<file path="src/rtl/seq_multiplier_32_pkg.sv">
// Shared constants for the 32x32 sequential shift-add multiplier: widths,
// state encoding and the operand magnitude helper.
package mul_pkg;

    localparam int MUL_W  = 32;
    localparam int CNT_W  = 5;
    localparam int PROD_W = 2 * MUL_W;

    localparam logic [1:0] IDLE = 2'd0;
    localparam logic [1:0] CALC = 2'd1;
    localparam logic [1:0] NEG  = 2'd2;
    localparam logic [1:0] DONE = 2'd3;

    // 0x80000000 maps to itself, which is its correct unsigned magnitude.
    function automatic logic [MUL_W-1:0] magnitude(input logic [MUL_W-1:0] v);
        return v[MUL_W-1] ? (~v + 1'b1) : v;
    endfunction

endpackage

</file>
<file path="src/rtl/seq_multiplier_32_if.sv">
// Request/result bundle of the sequential multiplier; the requester drives
// the master modport, the multiplier implements the slave modport.
interface seq_multiplier_32_if;
    import mul_pkg::*;

    logic              start;
    logic              is_signed;
    logic [MUL_W-1:0]  a;
    logic [MUL_W-1:0]  b;
    logic              busy;
    logic              done;
    logic [PROD_W-1:0] product;

    modport master (output start, is_signed, a, b, input busy, done, product);
    modport slave  (input start, is_signed, a, b, output busy, done, product);

endinterface

</file>
<file path="src/rtl/prefixadder_32.sv">
// 32-bit Kogge-Stone prefix adder with carry-in and carry-out.
module prefixadder_32 (
    input  logic [31:0] a,
    input  logic [31:0] b,
    input  logic        cin,
    output logic [31:0] sum,
    output logic        cout
);

    logic [31:0] prop;
    logic [31:0] grp_g;
    logic [31:0] grp_p;
    logic [32:0] carry;

    assign prop = a ^ b;

    // Five doubling levels; after level k each bit holds the group
    // generate/propagate of the 2^(k+1) bits ending at that position.
    always_comb begin
        logic [31:0] g_cur;
        logic [31:0] p_cur;
        logic [31:0] g_nxt;
        logic [31:0] p_nxt;
        g_cur = a & b;
        p_cur = prop;
        g_nxt = '0;
        p_nxt = '0;
        for (int lvl = 0; lvl < 5; lvl++) begin
            g_nxt = g_cur;
            p_nxt = p_cur;
            for (int i = 0; i < 32; i++) begin
                if (i >= (1 << lvl)) begin
                    g_nxt[i] = g_cur[i] | (p_cur[i] & g_cur[i - (1 << lvl)]);
                    p_nxt[i] = p_cur[i] & p_cur[i - (1 << lvl)];
                end
            end
            g_cur = g_nxt;
            p_cur = p_nxt;
        end
        grp_g = g_cur;
        grp_p = p_cur;
    end

    assign carry = {grp_g | (grp_p & {32{cin}}), cin};

    generate
        for (genvar gi = 0; gi < 32; gi++) begin : g_sum
            assign sum[gi] = prop[gi] ^ carry[gi];
        end
    endgenerate

    assign cout = carry[32];

endmodule

</file>
<file path="src/rtl/seq_multiplier_32.sv">
// Radix-2 shift-add 32x32 multiplier, one partial product per cycle.
// Signed operands are supported only when MUL_SIGNED_EN is defined.
module seq_multiplier_32
    import mul_pkg::*;
(
    input  logic                clk,
    input  logic                rst_n,
    seq_multiplier_32_if.slave  bus
);

    logic [1:0]        state_reg;
    logic [MUL_W-1:0]  mcand_reg;
    logic [MUL_W-1:0]  mplier_reg;
    logic [MUL_W-1:0]  acc_hi_reg;
    logic [CNT_W-1:0]  count_reg;
    logic [PROD_W-1:0] product_reg;

    logic [MUL_W-1:0]  load_a;
    logic [MUL_W-1:0]  load_b;
    logic [MUL_W-1:0]  addend;
    logic [MUL_W-1:0]  add_sum;
    logic              add_cout;
    logic [MUL_W-1:0]  acc_hi_next;
    logic [MUL_W-1:0]  mplier_next;

`ifdef MUL_SIGNED_EN
    logic signed_reg;
    logic neg_flag_reg;

    assign load_a = bus.is_signed ? magnitude(bus.a) : bus.a;
    assign load_b = bus.is_signed ? magnitude(bus.b) : bus.b;
`else
    assign load_a = bus.a;
    assign load_b = bus.b;
`endif

    assign addend = mplier_reg[0] ? mcand_reg : '0;

    prefixadder_32 u_adder (
        .a    (acc_hi_reg),
        .b    (addend),
        .cin  (1'b0),
        .sum  (add_sum),
        .cout (add_cout)
    );

    // {cout, acc_hi, multiplier} shifted right by one; the retired multiplier
    // bits make room for the low half of the product.
    assign acc_hi_next = {add_cout, add_sum[MUL_W-1:1]};
    assign mplier_next = {add_sum[0], mplier_reg[MUL_W-1:1]};

    always_ff @(posedge clk or negedge rst_n) begin
        if (!rst_n) begin
            state_reg    <= IDLE;
            mcand_reg    <= '0;
            mplier_reg   <= '0;
            acc_hi_reg   <= '0;
            count_reg    <= '0;
            product_reg  <= '0;
`ifdef MUL_SIGNED_EN
            signed_reg   <= 1'b0;
            neg_flag_reg <= 1'b0;
`endif
        end else begin
            case (state_reg)
                IDLE: begin
                    if (bus.start) begin
                        mcand_reg    <= load_a;
                        mplier_reg   <= load_b;
                        acc_hi_reg   <= '0;
                        count_reg    <= '0;
`ifdef MUL_SIGNED_EN
                        signed_reg   <= bus.is_signed;
                        neg_flag_reg <= bus.is_signed & (bus.a[MUL_W-1] ^ bus.b[MUL_W-1]);
`endif
                        state_reg    <= CALC;
                    end
                end
                CALC: begin
                    acc_hi_reg <= acc_hi_next;
                    mplier_reg <= mplier_next;
                    count_reg  <= count_reg + 1'b1;
                    if (count_reg == {CNT_W{1'b1}}) begin
                        product_reg <= {acc_hi_next, mplier_next};
`ifdef MUL_SIGNED_EN
                        state_reg   <= signed_reg ? NEG : DONE;
`else
                        state_reg   <= DONE;
`endif
                    end
                end
`ifdef MUL_SIGNED_EN
                NEG: begin
                    if (neg_flag_reg) begin
                        product_reg <= -product_reg;
                    end
                    state_reg <= DONE;
                end
`endif
                DONE:    state_reg <= IDLE;
                default: state_reg <= IDLE;
            endcase
        end
    end

    assign bus.busy    = (state_reg != IDLE);
    assign bus.done    = (state_reg == DONE);
    assign bus.product = product_reg;

endmodule

</file>
<file path="src/flat_wrapper.sv">
// flat-port wrapper written by rule: the top's interface ports become plain ports
module seq_multiplier_32_flat import mul_pkg::*;
  (clk, rst_n, bus_start, bus_is_signed, bus_a, bus_b, bus_busy, bus_done, bus_product);
  seq_multiplier_32_if bus_i ();
  input  logic clk;
  input  logic rst_n;
  input wire logic [$bits(bus_i.start)-1:0] bus_start;
  input wire logic [$bits(bus_i.is_signed)-1:0] bus_is_signed;
  input wire logic [$bits(bus_i.a)-1:0] bus_a;
  input wire logic [$bits(bus_i.b)-1:0] bus_b;
  output wire logic [$bits(bus_i.busy)-1:0] bus_busy;
  output wire logic [$bits(bus_i.done)-1:0] bus_done;
  output wire logic [$bits(bus_i.product)-1:0] bus_product;
  assign bus_i.start = bus_start;
  assign bus_i.is_signed = bus_is_signed;
  assign bus_i.a = bus_a;
  assign bus_i.b = bus_b;
  assign bus_busy = bus_i.busy;
  assign bus_done = bus_i.done;
  assign bus_product = bus_i.product;
  seq_multiplier_32 u_core (.clk(clk), .rst_n(rst_n), .bus(bus_i));
endmodule
</file>
<file path="config.mk">
export PLATFORM = sky130hd
export DESIGN_NAME = seq_multiplier_32_flat
export DESIGN_NICKNAME = d
export VERILOG_FILES = /design/src/rtl/seq_multiplier_32_pkg.sv /design/src/rtl/seq_multiplier_32_if.sv /design/src/rtl/prefixadder_32.sv /design/src/rtl/seq_multiplier_32.sv /design/src/flat_wrapper.sv
export SDC_FILE = /design/constraint.sdc
export NUM_CORES = 1
export LEC_CHECK = 0
export ABC_AREA = 1
export BUFFER_PORTS_ARGS = -buffer_cell sky130_fd_sc_hd__buf_2
export CAP_MARGIN = 25
export CORE_MARGIN = 3
export CORE_UTILIZATION = 58
export DETAILED_ROUTE_END_ITERATION = 7
export HOLD_SLACK_MARGIN = 0.1
export PLACE_DENSITY = 0.78
export REMOVE_ABC_BUFFERS = 1
export SYNTH_ARGS = -nofsm -noshare
export SYNTH_HDL_FRONTEND = slang
export SYNTH_SLANG_ARGS = --single-unit
</file>
<file path="constraint.sdc">
create_clock -name clk -period 2.3 [get_ports clk]
set_input_delay 0.23 -clock clk [delete_from_list [all_inputs] [get_ports clk]]
set_output_delay 0.23 -clock clk [all_outputs]
set_load 0.03 [all_outputs]
</file>
# Word level (Yosys, flattened, before mapping)
# Index checks and enable logic that the tools add are counted.
# word_totals
out_inout_bits	66
ff_bits	167
# classes
addsub	1
reduce_logical	7
n_bitwise	389
eq_ne	5
muxes	10
# ops
operator	n
$and A1 B1 Y1	227
$or A1 B1 Y1	129
$pmux W32 S2	2
$mux W32	3
$and A32 B32 Y32	1
$xor A32 B32 Y32	1
$xor A1 B1 Y1	31
$pmux W5 S2	1
$reduce_and A2 Y1	4
$add A5 B1 Y5 const B	1
$eq A5 B5 Y1 const B	1
$mux W5	1
$mux W2	2
$pmux W2 S2	1
$reduce_bool A2 Y1	2
$eq A2 B1 Y1 const B	1
$eq A2 B2 Y1 const B	1
$logic_not A2 Y1	1
$ne A2 B1 Y1 const B	1
$ne A2 B2 Y1 const B	1

# Depth between registers and ports, before layout
# depth
depth_word	13
ltp_mapped	18
depth_no_buf	16

# Modules after synthesis
# Synthesis repeated with hierarchy kept, for this count alone.
# unflattened
cells_unflattened	1305
hier_area_um2	9298.9
# modules_own_cells
module	area_per_inst_um2	cells_per_inst	instances	seq_area_each_um2
seq_multiplier_32	6824.0	797	1	4179.0
prefixadder_32	2474.9	508	1	0.0

# Least setup slack after synthesis
# OpenSTA, ideal clock, no wires.
# synth_path
kind	register -> register
from	register u_core.mplier_reg[0]
to	register u_core.acc_hi_reg[28]
period_less_slack_ns	2.083
stages_incl_launch_ff	15
n_path_buf	2
setup_slack_ns	0.217
arrival_ns	1.965
setup_time_ns	0.118
cell_sequence	dfrtp_1 > clkbuf_1 > clkbuf_1 > nand2_1 > inv_1 > ha_1 > or2_1 > nand3_1 > nand2_1 > nand2_1 > nand2_1 > nand2_1 > nand3_1 > nand3_1 > nand2_1
# synth_via
elab_chain_len	13
# synth_rtl
item	line	text
start, declared	seq_multiplier_32.sv:13	logic [MUL_W-1:0] mplier_reg;
start signal, assigned	seq_multiplier_32.sv:69	mplier_reg <= load_b;
start signal, assigned	seq_multiplier_32.sv:81	mplier_reg <= mplier_next;
$mux W32 *	seq_multiplier_32.sv:37	assign addend = mplier_reg[0] ? mcand_reg : '0;
$xor A32 B32 Y32 or $and A32 B32 Y32 (tied branches)	prefixadder_32.sv:15, prefixadder_32.sv:24	
$and A1 B1 Y1	prefixadder_32.sv:33	g_nxt[i] = g_cur[i] | (p_cur[i] & g_cur[i - (1 << lvl)]);
$or A1 B1 Y1	prefixadder_32.sv:33	
$and A1 B1 Y1	prefixadder_32.sv:33	
$or A1 B1 Y1	prefixadder_32.sv:33	
$and A1 B1 Y1 or $or A1 B1 Y1 (tied branches)	prefixadder_32.sv:33	
$or A1 B1 Y1 or $and A1 B1 Y1 (tied branches)	prefixadder_32.sv:33	
$and A1 B1 Y1 or $or A1 B1 Y1 (tied branches)	prefixadder_32.sv:33	
$or A1 B1 Y1 or $and A1 B1 Y1 (tied branches)	prefixadder_32.sv:33	
$or A1 B1 Y1	prefixadder_32.sv:33	
$xor A1 B1 Y1 *	prefixadder_32.sv:48	assign sum[gi] = prop[gi] ^ carry[gi];
$pmux W32 S2 *	seq_multiplier_32.sv:65	case (state_reg)
end signal, assigned	seq_multiplier_32.sv:80	acc_hi_reg <= acc_hi_next;
end, declared	seq_multiplier_32.sv:14	logic [MUL_W-1:0] acc_hi_reg;
# Every way passes the cells marked *; elsewhere a longest branch is shown, timed or not.
# A chain may end at the register's enable or synchronous reset.

# Final worst setup path
# layout_path
from	register u_core.mplier_reg[0]
to	register u_core.product_reg[53], in the netlist u_core.bus.product[53]
# layout_via
elab_chain_len	12
# layout_rtl
item	line	text
$mux W32 *	seq_multiplier_32.sv:37	
$xor A32 B32 Y32 or $and A32 B32 Y32 (tied branches)	prefixadder_32.sv:15, prefixadder_32.sv:24	
$and A1 B1 Y1	prefixadder_32.sv:33	
$or A1 B1 Y1	prefixadder_32.sv:33	
$and A1 B1 Y1	prefixadder_32.sv:33	
$or A1 B1 Y1	prefixadder_32.sv:33	
$and A1 B1 Y1	prefixadder_32.sv:33	
$or A1 B1 Y1	prefixadder_32.sv:33	
$and A1 B1 Y1	prefixadder_32.sv:33	
$or A1 B1 Y1 (2 in a row)	prefixadder_32.sv:33	
$xor A1 B1 Y1 *	prefixadder_32.sv:48	
end signal, assigned	seq_multiplier_32.sv:84	product_reg <= {acc_hi_next, mplier_next};
end, declared	seq_multiplier_32.sv:16	logic [PROD_W-1:0] product_reg;
# Marked as above.

==> impl_metrics.py <==
metrics = {
    "global_route": {
        "grt_pass1_vias": 8145,
        "antenna_found_initial": 0,
        "grt_pass1_wl_mm": 39.5,
        "grt_max_degree": 100,
        "grt_use_total": 0.293,
        "overflow": 0,
    },
    "synth": {
        "syn_area_sq_um": 9050,
        "synth_area_leaders": "dfrtp_1 46%, nand2_1 18%, inv_1 7.2%",
        "synthTopCellsByCount": "423 x nand2_1, 173 x inv_1, 167 x dfrtp_1",
        "ys.flop_type": "dfrtp_1",
        "synth_seq_area_share": 0.462,
        "yosysWarnings": 0,
        "ys_async_sr_fraction": 1.00,
        "synth.most_common_cell": "nand2_1",
        "yosys.area.top_type_share": 0.462,
        "synthCells": 1172,
        "avgSynthCellArea_sq_um": 7.72,
        "ys_ff_latch": 167,
        "synth_edf_count": 0,
        "synth_cell_types": 34,
        "synth_top_area_cell": "dfrtp_1",
    },
    "timing": {
        "relSlewSlack": 0.405,
        "fmax_mhz": 455,
        "worst_slack_ns": 0.104,
        "rsz0062_at_grt": "true",
        "holdWs_ns": 0.111,
        "period_share": 0.955,
        "worst_pin_slew_ns": 0.891,
        "skew_ns": 0.0131,
        "setup_tns_ns": 0,
        "hold_viol_final": 0,
        "setup_viol": 0,
        "maxSlewViolCount": 0,
        "period_needed_ns": 2.20,
    },
    "run_status": {
        "status": "finished, final reports clean",
    },
    "routing": {
        "drc": 0,
        "wl_mm": 24.5,
        "drt_pass1_iterations": 5,
        "ant_nets": 0,
        "first_iter_violations": 580,
        "via_per_inst": 5.23,
        "vias": 8369,
        "route.detailed.wl_per_inst_um": 15.3,
    },
    "finish": {
        "stdcell_area_sq_um": 11600,
        "area_growth_pct": 28.4,
        "diodes": 0,
        "largest_reg_flops": 64,
        "drive_gt1_frac": 0.205,
        "stdcell_count": 1599,
        "nets": 1478,
        "fin_util": 0.762,
    },
    "power": {
        "peakVddDrop_uv": 817,
        "clkPwrFrac": 0.147,
        "total_power_mw": 18.2,
        "p_per_area_nw_per_um2": 1560,
        "p_sw_frac": 0.474,
        "intPower_mw": 9.57,
        "p_switching_mw": 8.61,
        "p_comb_frac": 0.577,
        "leakagePower_nw": 6.23,
        "power_frac_seq": 0.276,
    },
    "place": {
        "dp.cells": 1505,
        "post-place-ws_ns": 0.00482,
        "gp_congestion": 0.954,
        "io_buffers": 132,
        "placed_cell_area_sq_um": 10100,
        "hpwl_mm": 16.3,
    },
    "clocking": {
        "cts_tree": "built",
        "insertion_delay_ns": 0.43,
        "cts_setup_buffers": 0,
        "cts_buffers": 17,
        "cts.sinks": 167,
        "clock_path_buffers": 2,
        "cts_max_level": 4,
        "cts_root_buf": "clkbuf_16",
        "path_clk_slew_ns": 0.07,
    },
    "floorplan": {
        "rows": 45,
        "fp.dieW_um": 131,
        "dieArea_sq_um": 17100,
        "ios": 134,
        "dieHeight_um": 131,
        "core-area_sq_um": 15300,
        "start_util": 0.593,
    },
    "critical_path": {
        "cp_max_fo": 17,
        "worstPathRequired_ns": 2.61,
        "crit_type": "register to register",
        "setup.worst_path.start_class": "register",
        "end_kind": "register",
        "critPathArrivalTime_ns": 2.51,
    },
    "flow_run": {
        "drv_cap": 0,
    },
    "hold_path": {
        "hold_path_class": "input pin to register",
    },
}
==> worst max-delay path, cell delays in order, from the launching register on <==
cell	delay (ns)
dfrtp_2	0.44
buf_12	0.16
nand2_1	0.07
inv_1	0.08
fa_2	0.42
buf_4	0.16
nand2_1	0.07
nand3_2	0.11
nand2_2	0.10
nand2_2	0.10
nand2_1	0.10
nand3_1	0.09
nand3_1	0.11
nand2_1	0.07
==> final cells by class <==
cell class	count	area [sq um]
Clock buffer	18	429
Clock inverter	14	114
Fill cell	1121	3640
Inverter	176	661
Multi-Input combinational cell	790	4420
Sequential cell	167	4180
Tap cell	211	264
Timing Repair Buffer	223	1550
==> worst paths after layout <==
| kind | from | end | slack [ns] | depth (start not counted) |
|---|---|---|---|---|
| max in group asynchronous | rst_n | u_core.mcand_reg[17] | 1.22 | 3 |
| hold reg to reg | u_core.bus.product[17] | u_core.bus.product[17] | 0.48 | 2 |
| min in group asynchronous | rst_n | u_core.mcand_reg[31] | 0.34 | 2 |
| hold / removal | bus_b[31] | u_core.mplier_reg[31] | 0.11 | 3 |
| setup / recovery | u_core.mplier_reg[0] | u_core.bus.product[53] | 0.10 | 13 |
| setup reg to reg | u_core.mplier_reg[0] | u_core.bus.product[53] | 0.10 | 13 |
==> cell usage in the layout, fill, tap and decap left out, drive strengths merged <==
cell type      n
nand3b         4
o211ai         9
clkbuf        18
buf          161
xor2           4
o221ai        14
nand4          3
o21bai         3
o22ai         10
a21oi         21
clkinvlp       2
a21o           1
dlygate4sd3   62
a22o           3
ha            34
nand2        429
or2            1
clkinv         4
nor3           5
nor2          59
nand3         88
o21ai         58
mux2          32
dfrtp        167
fa             1
inv          184
xnor2         11
==> what timing repair did <==
item,in CTS,in global routing
pin swaps,0,3
gates resized for setup,2,86
setup endpoints to repair,4,45
cloned,0,0
hold buffers,62,0
endpoints found under the hold margin,111,0
==> layer usage <==
| layer | up-vias | share of wire | global-route usage |
|---|---|---|---|
| met5 | - | 0 | 0 |
| met4 | 0 | 0.012 | 0.0726 |
| met3 | 30 | 0.064 | 0.0699 |
| met2 | 263 | 0.49 | 0.493 |
| met1 | 3985 | 0.43 | 0.387 |
| li1 | 4091 | - | - |
==> kinds of logic (layout without fill, tap and decap cells) <==
kind of cell | Yosys count | in the layout | synth area share
flops | 167 | 167 | 0.462
fa+ha+maj | 35 | 35 | 0.0492
xor+xnor | 15 | 15 | 0.0145
compound gates | 119 | 119 | 0.0779
mux | 32 | 32 | 0.0398
buf+inv | 215 | 431 | 0.0917
simple gates | 589 | 589 | 0.265
==> power by group through the flow <==
stage | Clock, mW | Sequential (mW) | Combinational, mW
floorplan | 0 | 5.53 | 5.97
global placement | 0 | 4.92 | 9.05
detailed placement | 0 | 4.96 | 9.28
CTS | 2.70 | 4.93 | 9.47
global route | 2.84 | 5.16 | 11.7
finish | 2.67 | 5.02 | 10.5
No activity file was read; power rests on OpenSTA's default activity.
